**src/rtl/garegga_pkg.sv**
```systemverilog
// Shared definitions for the Garegga GFX line fetch path: the burst sequencer state
// encoding and the default widths of the bank-1 GFX ROM slot.
package garegga_pkg;

    localparam int GFX_AW        = 22;  // slot address width, 16-bit word units
    localparam int GFX_DW        = 32;  // slot data width
    localparam int GFX_LEN_W     = 4;   // burst length field width (length minus one)
    localparam int GFX_FIFO_LOG2 = 4;   // line FIFO depth exponent
    localparam int GFX_ADDR_STEP = 2;   // two 16-bit words per 32-bit fetch

    typedef enum logic [1:0] {
        ST_IDLE  = 2'd0,
        ST_ISSUE = 2'd1,
        ST_GAP   = 2'd2
    } fetch_state_t;

endpackage

```
**src/rtl/garegga_gfx_fifo.sv**
```systemverilog
// Single-clock first-word-fall-through FIFO between the slot sequencer and the renderer.
// The head word is read straight out of the storage array so it is visible the cycle after
// it was written; the array is small enough that distributed RAM is the natural fit.
module garegga_gfx_fifo
    import garegga_pkg::*;
#(
    parameter int DW   = GFX_DW,
    parameter int LOG2 = GFX_FIFO_LOG2
) (
    input  logic            CLK,
    input  logic            RESET,
    input  logic            FLUSH,
    input  logic            PUSH,
    input  logic [DW-1:0]   WDATA,
    input  logic            POP,
    output logic [DW-1:0]   DOUT,
    output logic            EMPTY,
    output logic            FULL,
    output logic [LOG2:0]   LEVEL
);

    localparam int DEPTH = 2 ** LOG2;
    localparam int LW    = LOG2 + 1;

    logic [DW-1:0]   mem [DEPTH];
    logic [LOG2-1:0] wr_ptr_reg;
    logic [LOG2-1:0] rd_ptr_reg;
    logic [LOG2:0]   level_reg;
    logic            push_en;
    logic            pop_en;

    assign EMPTY   = (level_reg == '0);
    assign FULL    = (level_reg == LW'(DEPTH));
    assign LEVEL   = level_reg;
    // Writes into a full FIFO and reads from an empty one are dropped; a flush wins over both.
    assign push_en = PUSH && !FULL && !FLUSH;
    assign pop_en  = POP && !EMPTY && !FLUSH;
    // Invalid head reads as zero so the output is defined straight out of reset.
    assign DOUT    = EMPTY ? '0 : mem[rd_ptr_reg];

    // Storage write; contents need no reset because EMPTY masks them.
    always_ff @(posedge CLK) begin
        if (push_en) begin
            mem[wr_ptr_reg] <= WDATA;
        end
    end

    // Pointer and occupancy bookkeeping; pointers wrap naturally at the depth.
    always_ff @(posedge CLK or posedge RESET) begin
        if (RESET) begin
            wr_ptr_reg <= '0;
            rd_ptr_reg <= '0;
            level_reg  <= '0;
        end else if (FLUSH) begin
            wr_ptr_reg <= '0;
            rd_ptr_reg <= '0;
            level_reg  <= '0;
        end else begin
            if (push_en) begin
                wr_ptr_reg <= wr_ptr_reg + LOG2'(1);
            end
            if (pop_en) begin
                rd_ptr_reg <= rd_ptr_reg + LOG2'(1);
            end
            if (push_en && !pop_en) begin
                level_reg <= level_reg + LW'(1);
            end else if (pop_en && !push_en) begin
                level_reg <= level_reg - LW'(1);
            end
        end
    end

endmodule

```
**src/rtl/garegga_gfx_line_fetch.sv**
```systemverilog
// Burst sequencer for one GFX ROM slot: turns a (start, length) request from the line
// renderer into single-word slot accesses and parks the returned words in a FIFO that the
// renderer drains at pixel rate. Only one slot access is ever outstanding, and a GAP cycle
// after every accepted word lets the slot's ok flag drop before the next address appears.
module garegga_gfx_line_fetch
    import garegga_pkg::*;
#(
    parameter int AW        = GFX_AW,
    parameter int DW        = GFX_DW,
    parameter int LEN_W     = GFX_LEN_W,
    parameter int FIFO_LOG2 = GFX_FIFO_LOG2,
    parameter int ADDR_STEP = GFX_ADDR_STEP
) (
    input  logic                 CLK,
    input  logic                 RESET,
    input  logic                 REQ,
    input  logic [AW-1:0]        REQ_ADDR,
    input  logic [LEN_W-1:0]     REQ_LEN,
    input  logic                 ABORT,
    output logic                 REQ_BUSY,
    input  logic                 POP,
    output logic [DW-1:0]        DOUT,
    output logic                 EMPTY,
    output logic [FIFO_LOG2:0]   LEVEL,
    output logic                 GFX_CS,
    output logic [AW-1:0]        GFX_ADDR,
    input  logic                 GFX_OK,
    input  logic [DW-1:0]        GFX_DATA
);

    fetch_state_t     state_reg;
    logic [AW-1:0]    addr_reg;
    logic [LEN_W-1:0] count_reg;
    logic             cs_reg;
    logic             busy_reg;
    logic             fifo_full;
    logic             accept_ok;

    // A slot word is taken only while our request is actually on the bus; an ok that lands
    // in an abort cycle belongs to the cancelled line and is dropped.
    assign accept_ok = (state_reg == ST_ISSUE) && cs_reg && GFX_OK && !ABORT;

    garegga_gfx_fifo #(
        .DW   (DW),
        .LOG2 (FIFO_LOG2)
    ) u_fifo (
        .CLK   (CLK),
        .RESET (RESET),
        .FLUSH (ABORT),
        .PUSH  (accept_ok),
        .WDATA (GFX_DATA),
        .POP   (POP),
        .DOUT  (DOUT),
        .EMPTY (EMPTY),
        .FULL  (fifo_full),
        .LEVEL (LEVEL)
    );

    // Burst FSM with registered chip select, address and busy flag. Chip select is only
    // raised when the FIFO has room for the word, so a push can never hit a full FIFO.
    always_ff @(posedge CLK or posedge RESET) begin
        if (RESET) begin
            state_reg <= ST_IDLE;
            addr_reg  <= '0;
            count_reg <= '0;
            cs_reg    <= 1'b0;
            busy_reg  <= 1'b0;
        end else if (ABORT) begin
            // Abort drops the bus request; a simultaneous REQ restarts from a clean FIFO,
            // and chip select comes back from ISSUE one cycle later.
            cs_reg <= 1'b0;
            if (REQ) begin
                addr_reg  <= REQ_ADDR;
                count_reg <= REQ_LEN;
                state_reg <= ST_ISSUE;
                busy_reg  <= 1'b1;
            end else begin
                state_reg <= ST_IDLE;
                busy_reg  <= 1'b0;
            end
        end else begin
            case (state_reg)
                ST_IDLE: begin
                    if (REQ) begin
                        addr_reg  <= REQ_ADDR;
                        count_reg <= REQ_LEN;
                        cs_reg    <= !fifo_full;
                        busy_reg  <= 1'b1;
                        state_reg <= ST_ISSUE;
                    end
                end
                ST_ISSUE: begin
                    if (cs_reg) begin
                        if (GFX_OK) begin
                            cs_reg <= 1'b0;
                            if (count_reg == '0) begin
                                busy_reg  <= 1'b0;
                                state_reg <= ST_IDLE;
                            end else begin
                                addr_reg  <= addr_reg + AW'(ADDR_STEP);
                                count_reg <= count_reg - LEN_W'(1);
                                state_reg <= ST_GAP;
                            end
                        end
                    end else begin
                        // Waiting for FIFO room; address stays put.
                        cs_reg <= !fifo_full;
                    end
                end
                ST_GAP: begin
                    cs_reg    <= !fifo_full;
                    state_reg <= ST_ISSUE;
                end
                default: begin
                    cs_reg    <= 1'b0;
                    busy_reg  <= 1'b0;
                    state_reg <= ST_IDLE;
                end
            endcase
        end
    end

    assign REQ_BUSY = busy_reg;
    assign GFX_CS   = cs_reg;
    assign GFX_ADDR = addr_reg;

endmodule

```
**config.mk**
```make
export PLATFORM = sky130hd
export DESIGN_NAME = garegga_gfx_line_fetch
export DESIGN_NICKNAME = d
export VERILOG_FILES = /design/src/rtl/garegga_pkg.sv /design/src/rtl/garegga_gfx_fifo.sv /design/src/rtl/garegga_gfx_line_fetch.sv
export SDC_FILE = /design/constraint.sdc
export NUM_CORES = 1
export LEC_CHECK = 0
export CAP_MARGIN = 25
export CORE_MARGIN = 2
export CORE_UTILIZATION = 45
export DETAILED_ROUTE_END_ITERATION = 12
export GPL_TIMING_DRIVEN = 1
export SKIP_LAST_GASP = 1
export SYNTH_ARGS = -nofsm -noshare
export SYNTH_HDL_FRONTEND = slang
export SYNTH_SLANG_ARGS = --single-unit
```
**constraint.sdc**
```tcl
create_clock -name CLK -period 11.7 [get_ports CLK]
set_clock_uncertainty 0.1 [all_clocks]
set_input_delay 2.34 -clock CLK [delete_from_list [all_inputs] [get_ports CLK]]
set_output_delay 2.34 -clock CLK [all_outputs]
set_load 0.02 [all_outputs]
```
-- Word level (Yosys, flattened, before mapping)
Memories as Yosys holds them, arrays and structs flattened.
Cells that the tools add are included.
- $add $sub $neg: 6
- equality and inequality tests: 9
- multiplexer cells: 41
- reductions and logical operators: 24
- operators by type and width (operator ; count):
    two-way mux 22 bit ; 5
    one-hot mux 22 bit (2 select lines) ; 1
    two-way mux 4 bit ; 9
    two-way mux 32 bit ; 1
    adder 22 x 2 -> 22 bit, second input constant ; 1
    two-way mux 5 bit ; 3
    two-way mux 1 bit ; 13
    != test 3 bit, second input constant ; 4
    two-way mux 2 bit ; 5
    logical AND 1 bit ; 9
    adder 4 x 1 -> 4 bit, second input constant ; 2
    one-hot mux 4 bit (2 select lines) ; 1
    one-hot mux 1 bit (3 select lines) ; 2
    one-hot mux 2 bit (3 select lines) ; 1
    nonzero test 3 bit ; 2
    adder 5 x 1 -> 5 bit, second input constant ; 1
    equality test 5 bit, second input constant ; 1
    logical NOT 1 bit ; 5
    logical NOT 5 bit ; 1
    AND reduction 5 bit ; 1
    subtractor 5 x 1 -> 5 bit, second input constant ; 1
    logical NOT 4 bit ; 1
    AND reduction 4 bit ; 1
    nonzero test 2 bit ; 2
    other kinds (7) ; 7
- bits in registers: 43
- RAM bits: 512
- input port bits: 64
- output and inout bits: 62
- logic and storage cells: 89
- memories: 1
- memories (memory ; depth ; bits a word ; rd ports ; clocked after memory_dff ; wr ports ; RTL line ; source):
    u_fifo.mem ; 16 ; 32 ; 1 ; 0 ; 1 ; garegga_gfx_fifo.sv:25 ; logic [DW-1:0] mem [DEPTH];

-- Depth between registers and ports, before layout
- word-level depth: 11
- gate-level depth with buffers: 12
- gate-level depth less buffers: 9

-- By module
A second synthesis with hierarchy kept.
- cell total of the unflattened synthesis: 1127
- area total of the unflattened synthesis: 22178.8 µm²
- by module, submodules not included (module ; instances ; cells an instance ; area each (µm²) ; seq. area each (µm²)):
    garegga_gfx_fifo ; 1 ; 904 ; 20284.5 ; 15700.1
    garegga_gfx_line_fetch ; 1 ; 223 ; 1894.3 ; 750.7

-- Least setup slack after synthesis
OpenSTA, ideal clock, no wires.
- path type: input to register
- start: in ABORT
- end: mem u_fifo.mem[4][0] (netlist name) (enable)
- setup time: 461 ps
- arrival: 5609 ps
- required time: 11139 ps
- path slack: 5530 ps
- stages: 6
- path buffers: 2
- cells stage by stage: or3b_1 -> buf_6 -> a211oi_4 -> buf_6 -> nand2_1 -> nor3_1
- cells in the longest elaborated chain, start to end: 6
- RTL lines (item ; RTL line ; source):
    start, declared ; garegga_gfx_line_fetch.sv:19 ; input logic ABORT,
    logical NOT 1 bit * ; garegga_gfx_fifo.sv:36, garegga_gfx_line_fetch.sv:41 ;
    logical AND 1 bit ; garegga_gfx_line_fetch.sv:41 ; assign accept_ok = (state_reg == ST_ISSUE) && cs_reg && GFX_OK && !ABORT;
    logical AND 1 bit ; garegga_gfx_fifo.sv:36 ; assign push_en = PUSH && !FULL && !FLUSH;
    logical AND 1 bit * ; garegga_gfx_fifo.sv:36 ;
    two-way mux 1 bit * ; garegga_gfx_fifo.sv:43 ; if (push_en) begin
    two-way mux 1 bit (not written as such) * ; garegga_gfx_fifo.sv:44 ; mem[wr_ptr_reg] <= WDATA;
    end, declared ; garegga_gfx_fifo.sv:25 ;
Mark *: on every way between the ends. The rest lies on a longest branch, timed or not.

-- Worst setup path in the final report
- start: reg u_fifo.rd_ptr_reg[0]
- end: out DOUT[24]
- cells in the longest elaborated chain, start to end: 2
- RTL lines (item ; RTL line ; source):
    start, declared ; garegga_gfx_fifo.sv:27 ; logic [LOG2-1:0] rd_ptr_reg;
    start signal, assigned ; garegga_gfx_fifo.sv:63 ; rd_ptr_reg <= rd_ptr_reg + LOG2'(1);
    memory (16 x 32 bit) ; n/a ;
    two-way mux 32 bit ; garegga_gfx_fifo.sv:39 ; assign DOUT = EMPTY ? '0 : mem[rd_ptr_reg];
    end, declared ; garegga_gfx_line_fetch.sv:22 ; output logic [DW-1:0] DOUT,
No other way between the ends.

==> impl_results.md <==
* Status: finished, final reports clean
* Overall power at 0.005438 W
* Final Hold Viols at 0
* WP data required at 9260 ps
* Sequential fraction of the synthesis area at 74.17%
* Buffer and inverter count on the worst path at 2
* Die W at 226.0 um
* Reg2reg start: state_reg[0]
* Placed Area at 0.02430 mm^2
* Multi-input gate area at 0.005473 mm^2
* Leak pwr at 8.191 nW
* Clock root buffer master: clkbuf_16
* Clk_lat worst skew at 590 ps
* N_diodes at 0
* # resized after CTS at 0
* Post-route cell area at 0.02628 mm^2
* Worst hold stages at 2
* Fin crit share at 55.87%
* Vias at 11150
* Post-cts hold buffer count at 0
* Post-layout minimum cycle time at 6537 ps
* Top post-synthesis cells by area: edfxtp_1 (69%), mux4_2 (13%), dfrtp_1 (4.9%)
* Port Buf Inserts at 125
* Synthesis-to-finish area growth at 18.50%
* # H-tree levels at 2
* Worst-path clk slew at 60 ps
* Place WS at 5198 ps
* Crit path cell chain: buf_4, mux4_2, mux2i_1, o22ai_1, clkdlybuf4s50_1
* Setup crit end kind: output pin
* Syn_area_per_cell at 19.87 um^2
* Critical setup path kind: register to output pin
* Grt ovf at 0
* Syn Inst Count at 1116
* Share of layout cells above drive strength 1 at 20.55%
* Drt drc at 0
* Final worst setup slack at 5163 ps
* Reg2Reg Setup Slack at 7700 ps
* Post-CTS Setup Inserts at 0
* Worst min-delay path class: register to register
* RR Endpoint: u_fifo.LEVEL[4]
* Most used DFF post-synth: edfxtp_1
* Max-cap viol count at 0
* Hold Slack at 403.5 ps
* Final TNS setup at 0 ps
* Final nets at 1343
* First-pass GRT wire length at 71060 um
* Core Region at 0.04875 mm^2
* Syn_nets at 1192
* Worst vdd ir at 0.1442 mV
* I/O Pins at 126
* Largest register FFs at 512
* Yosys reg bits at 555
* Setup crit start kind: register
* Iter 0 DRT Violations at 853
* RSZ-0062 raised after global routing: false
* CTS Buf Count at 57
* Max Fclk at 0.1530 GHz
* Initial antenna violation count at 0
* # clock sinks at 555
* Fillers at 3820
* Post-synth top area cell: edfxtp_1
* Post-Syn Area at 0.02218 mm^2
* Delay-heaviest family, CP: buffers and inverters
* Final setup viols at 0
* Reg area at 0.01646 mm^2
* Per-cell routed wire length at 23.75 um
* GP Congestion at 0.8446
* Initial DRT Pass Iterations at 4
* Vias in the first global route at 11560
* DP Wirelength at 26890 um
* Slowest CP cell: dfrtp_4
* Biggest register: u_fifo.mem
* Cells on worst reg2reg path at 9
* Max Transition Viols Final at 0
* GRT Total Usage at 18.72%
* CTS tree: built
* Starting Density at 45.50%
* Delay of the slowest critical-path stage at 1010 ps
* Max clock buf depth at 3
* Netlist cell types at 65
* Worst slew pin tran at 1112 ps
* Slew HR at 25.60%
* Vias/cell at 5.639
* Yosys warns at 0
* Post-route ant nets at 0
* Area of the die at 0.05108 mm^2
* Post-synth EDFFs at 512
* CP Max Fanout at 45
* Share of the synthesized area in the top cell type at 69.32%
* DIE HEIGHT at 226.0 um
* CP arrival at 4100 ps
* Num rows at 81
* Ys async rst share at 7.748%
* Hold wc startpoint: GFX_ADDR[0]
* Detailed Route WL at 46970 um
* Pwr/cell area at 206.9 mW/mm^2
* Worst Hold Endpoint: GFX_ADDR[0]
* Largest net degree at the start of global routing at 51
-- placed cells by master, fill, tap and decap left out, drive strengths merged, types with 3 or more instances in the layout --
cell / Yosys / final
clkinvlp: 0 / 3
clkdlybuf4s50: 0 / 125
nand2: 32 / 32
nand2b: 3 / 3
nor3b: 4 / 4
and2: 11 / 11
clkinv: 0 / 26
xnor2: 3 / 3
and3: 7 / 7
nor2b: 3 / 3
mux4: 128 / 128
nor2: 36 / 36
a311oi: 3 / 3
a21o: 3 / 3
buf: 34 / 25
or3: 3 / 3
ha: 11 / 11
or4: 4 / 4
bufinv: 0 / 8
o21ai: 23 / 23
a211oi: 5 / 5
clkbuf: 24 / 70
inv: 15 / 14
edfxtp: 512 / 512
o22ai: 39 / 39
nand4: 7 / 7
xor2: 5 / 5
mux2i: 70 / 70
a2bb2oi: 3 / 3
nand3: 14 / 14
dfrtp: 43 / 43
a21oi: 24 / 24
nor4: 7 / 7
nor3: 12 / 12
-- cells in the mapped netlist (2+ instances only) --
cell / n
a211oi_1: 3
a21o_1: 3
a21oi_1: 23
a2bb2oi_1: 3
a311oi_1: 3
and2_1: 11
and3_1: 7
buf_1: 8
buf_2: 23
buf_6: 2
clkbuf_1: 24
dfrtp_1: 43
edfxtp_1: 512
ha_1: 11
inv_1: 15
mux2i_1: 70
mux4_2: 128
nand2_1: 32
nand2b_1: 3
nand3_1: 14
nand4_1: 5
nand4_2: 2
nor2_1: 35
nor2b_1: 3
nor3_1: 12
nor3b_1: 2
nor3b_2: 2
nor4_1: 6
o211ai_1: 2
o21ai_0: 21
o22a_1: 2
o22ai_1: 39
o311ai_0: 2
o31ai_1: 2
o32ai_1: 2
or3_1: 3
or4_1: 4
xnor2_1: 3
xor2_1: 5
-- stage by stage --
stage / util (%) / std cells
floorplan: - / 1116
global placement: 49.63 / 1863
detailed placement: 49.85 / 1868
CTS: 53.72 / 1974
global route: 53.92 / 1978
finish: 53.92 / 1978
-- worst register-to-register path, cell delays in order, from the launching register on --
cell      delay, ps
dfrtp_1         470
or3b_1          800
a211oi_4        700
o21ai_0         440
fa_1            520
a21o_1          200
a21o_1          180
and3_1          190
o21ai_0         140
nor3b_1         190
-- area by class of cell --
type | count | share of cell area (%)
sequential | 555 | 62.63
multi-input combinational | 488 | 20.82
timing repair buffer | 150 | 5.989
clock buffer | 70 | 5.694
tap | 664 | 3.161
clock inverter | 36 | 1.485
inverter | 15 | 0.2142
-- kinds of logic (layout without fill, tap and decap cells) --
| logic type | count (synthesis) | after routing | share of synthesized area, % |
|---|---|---|---|
| simple gates | 147 | 147 | 3.458 |
| xor+xnor | 8 | 8 | 0.3159 |
| compound gates | 123 | 123 | 3.740 |
| flops | 555 | 555 | 74.17 |
| buf+inv | 73 | 271 | 1.450 |
| mux | 198 | 198 | 16.16 |
| fa+ha+maj | 12 | 12 | 0.7108 |
-- worst max-delay path by stage --
stage	start	end	slack, ps	depth (start not counted)
after detailed placement	ABORT	u_fifo.LEVEL[4]	5200	11
after CTS	u_fifo.rd_ptr_reg[0]	DOUT[24]	4980	5
after global routing	u_fifo.rd_ptr_reg[0]	DOUT[18]	4820	5
final	u_fifo.rd_ptr_reg[0]	DOUT[24]	5160	5
after floorplan	ABORT	u_fifo.mem[4][0]	5530	6
after global placement	ABORT	u_fifo.LEVEL[4]	5250	11
-- layer usage --
metal | track usage, % | part of all wire, % | routed length, um | up-vias
li1 | - | - | - | 4923
met1 | 25.32 | 43 | 20380 | 5873
met2 | 31.50 | 50 | 23430 | 291
met3 | 2.797 | 4.4 | 2077 | 67
met4 | 5.963 | 2.3 | 1085 | 0
met5 | 0 | 0 | 0 | -
-- power breakdown --
part	total [W]	internal [W]	switching (W)
clock network	0.00182	0.00108	0.000740
logic	0.00126	0.000605	0.000654
registers	0.00236	0.00223	0.000129
total	0.00544	0.00391	0.00152
(Power assumes the default switching activity.)
